--- config.mk ---
export PLATFORM = sky130hd
export DESIGN_NAME = mem_port_arbiter_flat
export DESIGN_NICKNAME = d
export VERILOG_FILES = /design/src/rtl/mem_port_arbiter_if.sv /design/src/rtl/mem_port_arbiter.sv /design/src/flat_wrapper.sv
export SDC_FILE = /design/constraint.sdc
export NUM_CORES = 1
export LEC_CHECK = 0
export ABC_AREA = 0
export CORE_UTILIZATION = 40
export CTS_BUF_LIST = sky130_fd_sc_hd__clkbuf_4 sky130_fd_sc_hd__clkbuf_8
export DETAILED_ROUTE_END_ITERATION = 12
export GPL_TIMING_DRIVEN = 1
export PLACE_DENSITY = 0.75
export SETUP_SLACK_MARGIN = 0.05
export SYNTH_ARGS = -nofsm -noshare
export SYNTH_HDL_FRONTEND = slang
export SYNTH_SLANG_ARGS = --single-unit
--- constraint.sdc ---
create_clock -name clk -period 3 [get_ports clk]
set_clock_uncertainty 0.1 [all_clocks]
set_input_delay 0.3 -clock clk [delete_from_list [all_inputs] [get_ports clk]]
set_output_delay 0.3 -clock clk [all_outputs]
set_load 0.01 [all_outputs]
--- src/rtl/mem_port_arbiter_if.sv ---
// Handshake bundle for the shared memory port: fetch side, data side and unified memory side.
interface mem_port_arbiter_if #(
  parameter int ADDR_W = 32,
  parameter int DATA_W = 32
);
  logic              if_req;
  logic [ADDR_W-1:0] if_addr;
  logic [DATA_W-1:0] if_rdata;
  logic              if_valid;
  logic              if_stall;

  logic              dm_req;
  logic              dm_we;
  logic [ADDR_W-1:0] dm_addr;
  logic [DATA_W-1:0] dm_wdata;
  logic [DATA_W-1:0] dm_rdata;
  logic              dm_valid;
  logic              dm_stall;

  logic              mem_req;
  logic              mem_we;
  logic [ADDR_W-1:0] mem_addr;
  logic [DATA_W-1:0] mem_wdata;
  logic              mem_ack;
  logic [DATA_W-1:0] mem_rdata;

  logic              err;

  // master: the arbiter itself
  modport master (
    input  if_req, if_addr,
    input  dm_req, dm_we, dm_addr, dm_wdata,
    input  mem_ack, mem_rdata,
    output if_rdata, if_valid, if_stall,
    output dm_rdata, dm_valid, dm_stall,
    output mem_req, mem_we, mem_addr, mem_wdata,
    output err
  );

  // slave: pipeline requesters and memory
  modport slave (
    output if_req, if_addr,
    output dm_req, dm_we, dm_addr, dm_wdata,
    output mem_ack, mem_rdata,
    input  if_rdata, if_valid, if_stall,
    input  dm_rdata, dm_valid, dm_stall,
    input  mem_req, mem_we, mem_addr, mem_wdata,
    input  err
  );
endinterface

--- src/rtl/mem_port_arbiter.sv ---
// Shares one variable-latency memory port between instruction fetch and data access,
// with fetch anti-starvation and a watchdog abort on the memory handshake.
//
// state | meaning
// IDLE  | no transaction; arbitrate between if_req and dm_req
// BUSY  | mem_req held, waiting for mem_ack or watchdog expiry
// RESP  | owner's valid (and err on abort) pulse; back to IDLE
module mem_port_arbiter #(
  parameter int ADDR_W     = 32,
  parameter int DATA_W     = 32,
  parameter int STARVE_MAX = 4,
  parameter int TIMEOUT    = 255
) (
  input  logic               clk,
  input  logic               rst,
  mem_port_arbiter_if.master bus
);

  localparam int              SC_W       = $clog2(STARVE_MAX + 1);
  localparam logic [SC_W-1:0] STARVE_LIM = SC_W'(STARVE_MAX);
  localparam logic [7:0]      TO_LAST    = 8'(TIMEOUT - 1);

  typedef enum logic [1:0] {S_IDLE, S_BUSY, S_RESP} state_t;
  typedef enum logic [1:0] {OWN_NONE, OWN_IF, OWN_DM} owner_t;

  state_t            state_q,   state_nxt;
  owner_t            owner_q,   owner_nxt;
  logic [SC_W-1:0]   starve_q,  starve_nxt;
  logic [7:0]        to_cnt_q,  to_cnt_nxt;

  logic              mem_req_q,   mem_req_nxt;
  logic              mem_we_q,    mem_we_nxt;
  logic [ADDR_W-1:0] mem_addr_q,  mem_addr_nxt;
  logic [DATA_W-1:0] mem_wdata_q, mem_wdata_nxt;
  logic [DATA_W-1:0] if_rdata_q,  if_rdata_nxt;
  logic [DATA_W-1:0] dm_rdata_q,  dm_rdata_nxt;
  logic              if_valid_q,  if_valid_nxt;
  logic              dm_valid_q,  dm_valid_nxt;
  logic              err_q,       err_nxt;

  logic              fetch_win;

  // fetch wins when uncontested or once data has starved it STARVE_MAX times
  assign fetch_win = bus.if_req & (~bus.dm_req | (starve_q == STARVE_LIM));

  always_ff @(posedge clk or negedge rst) begin
    if (!rst) begin
      state_q     <= S_IDLE;
      owner_q     <= OWN_NONE;
      starve_q    <= '0;
      to_cnt_q    <= '0;
      mem_req_q   <= 1'b0;
      mem_we_q    <= 1'b0;
      mem_addr_q  <= '0;
      mem_wdata_q <= '0;
      if_rdata_q  <= '0;
      dm_rdata_q  <= '0;
      if_valid_q  <= 1'b0;
      dm_valid_q  <= 1'b0;
      err_q       <= 1'b0;
    end else begin
      state_q     <= state_nxt;
      owner_q     <= owner_nxt;
      starve_q    <= starve_nxt;
      to_cnt_q    <= to_cnt_nxt;
      mem_req_q   <= mem_req_nxt;
      mem_we_q    <= mem_we_nxt;
      mem_addr_q  <= mem_addr_nxt;
      mem_wdata_q <= mem_wdata_nxt;
      if_rdata_q  <= if_rdata_nxt;
      dm_rdata_q  <= dm_rdata_nxt;
      if_valid_q  <= if_valid_nxt;
      dm_valid_q  <= dm_valid_nxt;
      err_q       <= err_nxt;
    end
  end

  always_comb begin
    state_nxt     = state_q;
    owner_nxt     = owner_q;
    starve_nxt    = starve_q;
    to_cnt_nxt    = to_cnt_q;
    mem_req_nxt   = mem_req_q;
    mem_we_nxt    = mem_we_q;
    mem_addr_nxt  = mem_addr_q;
    mem_wdata_nxt = mem_wdata_q;
    if_rdata_nxt  = if_rdata_q;
    dm_rdata_nxt  = dm_rdata_q;
    if_valid_nxt  = 1'b0;
    dm_valid_nxt  = 1'b0;
    err_nxt       = 1'b0;

    unique case (state_q)
      S_IDLE: begin
        if (bus.if_req | bus.dm_req) begin
          state_nxt   = S_BUSY;
          mem_req_nxt = 1'b1;
          to_cnt_nxt  = '0;
          if (fetch_win) begin
            owner_nxt     = OWN_IF;
            mem_we_nxt    = 1'b0;
            mem_addr_nxt  = bus.if_addr;
            mem_wdata_nxt = '0;
            starve_nxt    = '0;
          end else begin
            owner_nxt     = OWN_DM;
            mem_we_nxt    = bus.dm_we;
            mem_addr_nxt  = bus.dm_addr;
            mem_wdata_nxt = bus.dm_wdata;
            if (bus.if_req && (starve_q != STARVE_LIM))
              starve_nxt = starve_q + SC_W'(1);
          end
        end
      end

      S_BUSY: begin
        if (bus.mem_ack) begin
          state_nxt   = S_RESP;
          mem_req_nxt = 1'b0;
          if (owner_q == OWN_IF) begin
            if_rdata_nxt = bus.mem_rdata;
            if_valid_nxt = 1'b1;
          end else begin
            // a store completion leaves the load data register alone
            if (!mem_we_q)
              dm_rdata_nxt = bus.mem_rdata;
            dm_valid_nxt = 1'b1;
          end
        end else begin
          to_cnt_nxt = to_cnt_q + 8'd1;
          if (to_cnt_q == TO_LAST) begin
            state_nxt   = S_RESP;
            mem_req_nxt = 1'b0;
            err_nxt     = 1'b1;
            if (owner_q == OWN_IF) begin
              if_rdata_nxt = '1;
              if_valid_nxt = 1'b1;
            end else begin
              dm_rdata_nxt = '1;
              dm_valid_nxt = 1'b1;
            end
          end
        end
      end

      S_RESP: begin
        state_nxt = S_IDLE;
        owner_nxt = OWN_NONE;
      end

      default: begin
        state_nxt = S_IDLE;
        owner_nxt = OWN_NONE;
      end
    endcase
  end

  assign bus.if_rdata  = if_rdata_q;
  assign bus.if_valid  = if_valid_q;
  assign bus.if_stall  = bus.if_req & ~if_valid_q;
  assign bus.dm_rdata  = dm_rdata_q;
  assign bus.dm_valid  = dm_valid_q;
  assign bus.dm_stall  = bus.dm_req & ~dm_valid_q;
  assign bus.mem_req   = mem_req_q;
  assign bus.mem_we    = mem_we_q;
  assign bus.mem_addr  = mem_addr_q;
  assign bus.mem_wdata = mem_wdata_q;
  assign bus.err       = err_q;

endmodule
--- src/flat_wrapper.sv ---
// flat-port wrapper written by rule: the top's interface ports become plain ports
module mem_port_arbiter_flat 
#(
  parameter int ADDR_W     = 32,
  parameter int DATA_W     = 32,
  parameter int STARVE_MAX = 4,
  parameter int TIMEOUT    = 255
)
  (clk, rst, bus_if_req, bus_if_addr, bus_dm_req, bus_dm_we, bus_dm_addr, bus_dm_wdata, bus_mem_ack, bus_mem_rdata, bus_if_rdata, bus_if_valid, bus_if_stall, bus_dm_rdata, bus_dm_valid, bus_dm_stall, bus_mem_req, bus_mem_we, bus_mem_addr, bus_mem_wdata, bus_err);
  mem_port_arbiter_if #(.ADDR_W(ADDR_W), .DATA_W(DATA_W)) bus_i ();
  input  logic clk;
  input  logic rst;
  input wire logic [$bits(bus_i.if_req)-1:0] bus_if_req;
  input wire logic [$bits(bus_i.if_addr)-1:0] bus_if_addr;
  input wire logic [$bits(bus_i.dm_req)-1:0] bus_dm_req;
  input wire logic [$bits(bus_i.dm_we)-1:0] bus_dm_we;
  input wire logic [$bits(bus_i.dm_addr)-1:0] bus_dm_addr;
  input wire logic [$bits(bus_i.dm_wdata)-1:0] bus_dm_wdata;
  input wire logic [$bits(bus_i.mem_ack)-1:0] bus_mem_ack;
  input wire logic [$bits(bus_i.mem_rdata)-1:0] bus_mem_rdata;
  output wire logic [$bits(bus_i.if_rdata)-1:0] bus_if_rdata;
  output wire logic [$bits(bus_i.if_valid)-1:0] bus_if_valid;
  output wire logic [$bits(bus_i.if_stall)-1:0] bus_if_stall;
  output wire logic [$bits(bus_i.dm_rdata)-1:0] bus_dm_rdata;
  output wire logic [$bits(bus_i.dm_valid)-1:0] bus_dm_valid;
  output wire logic [$bits(bus_i.dm_stall)-1:0] bus_dm_stall;
  output wire logic [$bits(bus_i.mem_req)-1:0] bus_mem_req;
  output wire logic [$bits(bus_i.mem_we)-1:0] bus_mem_we;
  output wire logic [$bits(bus_i.mem_addr)-1:0] bus_mem_addr;
  output wire logic [$bits(bus_i.mem_wdata)-1:0] bus_mem_wdata;
  output wire logic [$bits(bus_i.err)-1:0] bus_err;
  assign bus_i.if_req = bus_if_req;
  assign bus_i.if_addr = bus_if_addr;
  assign bus_i.dm_req = bus_dm_req;
  assign bus_i.dm_we = bus_dm_we;
  assign bus_i.dm_addr = bus_dm_addr;
  assign bus_i.dm_wdata = bus_dm_wdata;
  assign bus_i.mem_ack = bus_mem_ack;
  assign bus_i.mem_rdata = bus_mem_rdata;
  assign bus_if_rdata = bus_i.if_rdata;
  assign bus_if_valid = bus_i.if_valid;
  assign bus_if_stall = bus_i.if_stall;
  assign bus_dm_rdata = bus_i.dm_rdata;
  assign bus_dm_valid = bus_i.dm_valid;
  assign bus_dm_stall = bus_i.dm_stall;
  assign bus_mem_req = bus_i.mem_req;
  assign bus_mem_we = bus_i.mem_we;
  assign bus_mem_addr = bus_i.mem_addr;
  assign bus_mem_wdata = bus_i.mem_wdata;
  assign bus_err = bus_i.err;
  mem_port_arbiter #(.ADDR_W(ADDR_W), .DATA_W(DATA_W), .STARVE_MAX(STARVE_MAX), .TIMEOUT(TIMEOUT)) u_core (.clk(clk), .rst(rst), .bus(bus_i));
endmodule
==> impl_metrics.csv <==
group,metric,value,unit
sta,fin_crit_sh,0.753,
sta,rsz0062_at_grt,"false",
power,power_density,912,nW/um^2
drt,drt-total-wl,21000,um
sta,hold_viol_final,0,
sta,setup_viol,0,
critical_path,critical_path_arrival,2.53,ns
floorplanning,die_y,131,um
synth,ys.flop_type,"dfrtp_1",
synth,synthesis.area,6690,sq um
sta,slew_headroom,0.133,
cts,cts-root-buf,"clkbuf_8",
final_layout,n_antenna_cell,0,
cts,clk_pin_slew,0.08,ns
run_status,status,"finished, final reports clean",
critical_path,crit_fanout,53,
global_route,grt_max_degree,69,
floorplanning,rows,46,
final_layout,nFillCells,1250,
cts,cts_tree,"yes",
critical_path,critical_path_class,"flop to flop",
power,power.internal,5.85,mW
power,seqPwrFrac,0.358,
final_layout,layout_common_cells,"clkdlybuf4s50_1, dfrtp_1, nor2_1",
critical_path,crit_required,3.27,ns
synth,synth_async_sr_flop_share,1.00,
critical_path,slowest_stage,"or2_2",
global_route,grt-ovfl-total,0,
cts,cts_buffers,17,
sta,fmax,443,MHz
power,power_switching,3.24,mW
cts,cts_num_sinks,148,
drt,drc_errors,0,
worst_hold_path,hold_class,"input port to async pin",
synth,synth_seq_cells,148,
power,report.power.total,9.09,mW
drt,drtIter0Drc,362,
floorplanning,die_w,131,um
power,power_frac_clock,0.171,
power,leakagePower,4.16,nW
critical_path,r2r_setup_slack,0.74,ns
synth,syn_nets,706,
drt,wl_per_cell,20.1,um
final_layout,layout_commonest_cell,"clkdlybuf4s50_1",
critical_path,timing.critical_path.from,"u_core.state_q[0]$_DFFE_PN0P_",
synth,synth_top_area_share,0.554,
cts,cts_buffer_depth,2,
synth,synth.area.top_cells,"dfrtp_1, o221a_2, a221o_1",
cts,clk_latency,0.44,ns
drt,ant_nets,0,
floorplanning,start_util,0.415,
synth,synth_edf_count,0,
sta,slew_violations,0,
synth,avgSynthCellArea,11.8,sq um
synth,syn_inst,568,
flow_run,maxCapViolations,0,
sta,min_period,2.26,ns
synth,synth_cell_types,48,
sta,tns,0,ns
final_layout,syn2layout_area_growth,49.1,%
global_route,grt_pass1_wl,33000,um
global_route,antenna_found_initial,0,
placement,hpwl,14400,um
critical_path,worst-path-buf-inv,1,
placement,routabilityCongestion,0.894,
power,swShare,0.357,
power,ir_drop,449,uV
floorplanning,core,16100,sq um
global_route,grt_pass1_vias,5988,
floorplanning,io_pins,269,
power,pwr-share-comb,0.471,
synth,ys_seq_area_frac,0.554,
final_layout,nets,951,
cts,cts_max_level,4,
final_layout,drive_above_1_share,0.148,
sta,worst_pin_slew,1.30,ns
critical_path,max_stage_delay,0.88,ns
drt,viasPerCell,5.70,
global_route,grt_usage,0.243,
critical_path,crit_family,"simple AND/OR/NAND/NOR gates",
drt,dr_total_vias,5940,
critical_path,r2r_start,"u_core.state_q[0]$_DFFE_PN0P_",
critical_path,cp-end-kind,"flop",
critical_path,cp-start-kind,"flop",
placement,io_buffers,268,
synth,yosysTopAreaCell,"dfrtp_1",
synth,synth-warning-count,0,
final_layout,final_util,0.619,
cts,cts-resized-gates,0,
floorplanning,die_area,17200,sq um
drt,drt_pass1_iterations,4,
critical_path,path_cells,"o21bai_4 -> or2_2 -> buf_4 -> a22o_1",
-- cell usage after synthesis, types with 3 or more instances --
cell type	n
a21oi_1	35
nor2b_1	6
nor3b_1	33
nor2_1	36
o21ai_0	5
inv_1	4
a21o_1	3
clkbuf_1	36
nand2_1	6
nor4b_1	32
buf_2	16
a221o_1	32
o31ai_1	3
or2_2	32
buf_4	4
a22o_1	34
a211oi_1	32
ha_1	4
dfrtp_1	148
o221a_2	32
-- layout make-up --
| class | count | area [sq um] | share of cell area |
|---|---|---|---|
| Sequential cell | 148 | 3700 | 0.371 |
| Clock buffer | 20 | 263 | 0.0264 |
| Inverter | 4 | 15.0 | 0.00151 |
| Timing Repair Buffer | 284 | 2860 | 0.286 |
| Tap cell | 216 | 270 | 0.0271 |
| Multi-Input combinational cell | 358 | 2730 | 0.274 |
| Clock inverter | 12 | 130 | 0.0131 |
-- metal layers --
layer  GRT usage  vias up  share of wire
met5           0        -              0
met4      0.0833        0          0.018
met1       0.306     2951           0.42
met3      0.0779       28          0.084
met2       0.393      284           0.48
li1            -     2677              -
-- path summary, 6_finish.rpt --
check,endpoint,depth (start not counted)
hold / removal,u_core.bus.if_rdata[27]$_DFFE_PN0P_,2
max in group asynchronous,u_core.bus.dm_rdata[18]$_DFFE_PN0P_,3
min in group clk,u_core.bus.mem_wdata[18]$_DFFE_PN0P_,2
hold reg to reg,u_core.bus.mem_wdata[22]$_DFFE_PN0P_,1
setup reg to reg,u_core.bus.mem_wdata[1]$_DFFE_PN0P_,4
setup / recovery,u_core.bus.mem_wdata[1]$_DFFE_PN0P_,4
-- timing repair --
item / 4_1_cts / 5_1_grt
hold buffers: 1 / 0
setup endpoints to repair: 0 / 0
buffers inserted: 0 / 0
hold endpoints to repair: 66 / 0
-- cell families after synthesis --
kind of cell | after synthesis | share of synthesized area
buf+inv | 62 | 0.0412
simple gates | 166 | 0.161
xor+xnor | 1 | 0.00131
flops | 148 | 0.554
fa+ha+maj | 4 | 0.00748
mux | 3 | 0.00468
compound gates | 184 | 0.231
-- flip-flops by register name, indices dropped and copies added, names as in the netlist, 2 cells and up --
register	count
u_core.bus.dm_rdata	32
u_core.starve_q	3
u_core.state_q	2
u_core.bus.mem_addr	32
u_core.bus.if_rdata	32
u_core.owner_q	2
u_core.to_cnt_q	8
u_core.bus.mem_wdata	32
-- stage by stage --
step | hold slack (ns) | instance area, sq um | std cells | setup WS (ns)
6_report | 0.317 | 9970 | 1042 | 0.742
2_1_floorplan | -0.0956 | 6690 | 568 | 1.28
4_1_cts | 0.321 | 9970 | 1042 | 0.768
5_1_grt | 0.322 | 9970 | 1042 | 0.628
3_5_place_dp | 0.247 | 9570 | 1009 | 0.342
3_3_place_gp | 0.237 | 9570 | 1009 | 0.477
-- power groups by stage --
stage / clock network, mW / logic (mW) / registers (mW)
finish: 1.56 / 4.28 / 3.26
global route: 1.68 / 4.60 / 3.35
CTS: 1.60 / 4.32 / 3.25
detailed placement: 0 / 4.30 / 3.27
global placement: 0 / 4.15 / 3.26
floorplan: 0 / 1.89 / 3.50
Power figures use the tool's default switching activity.
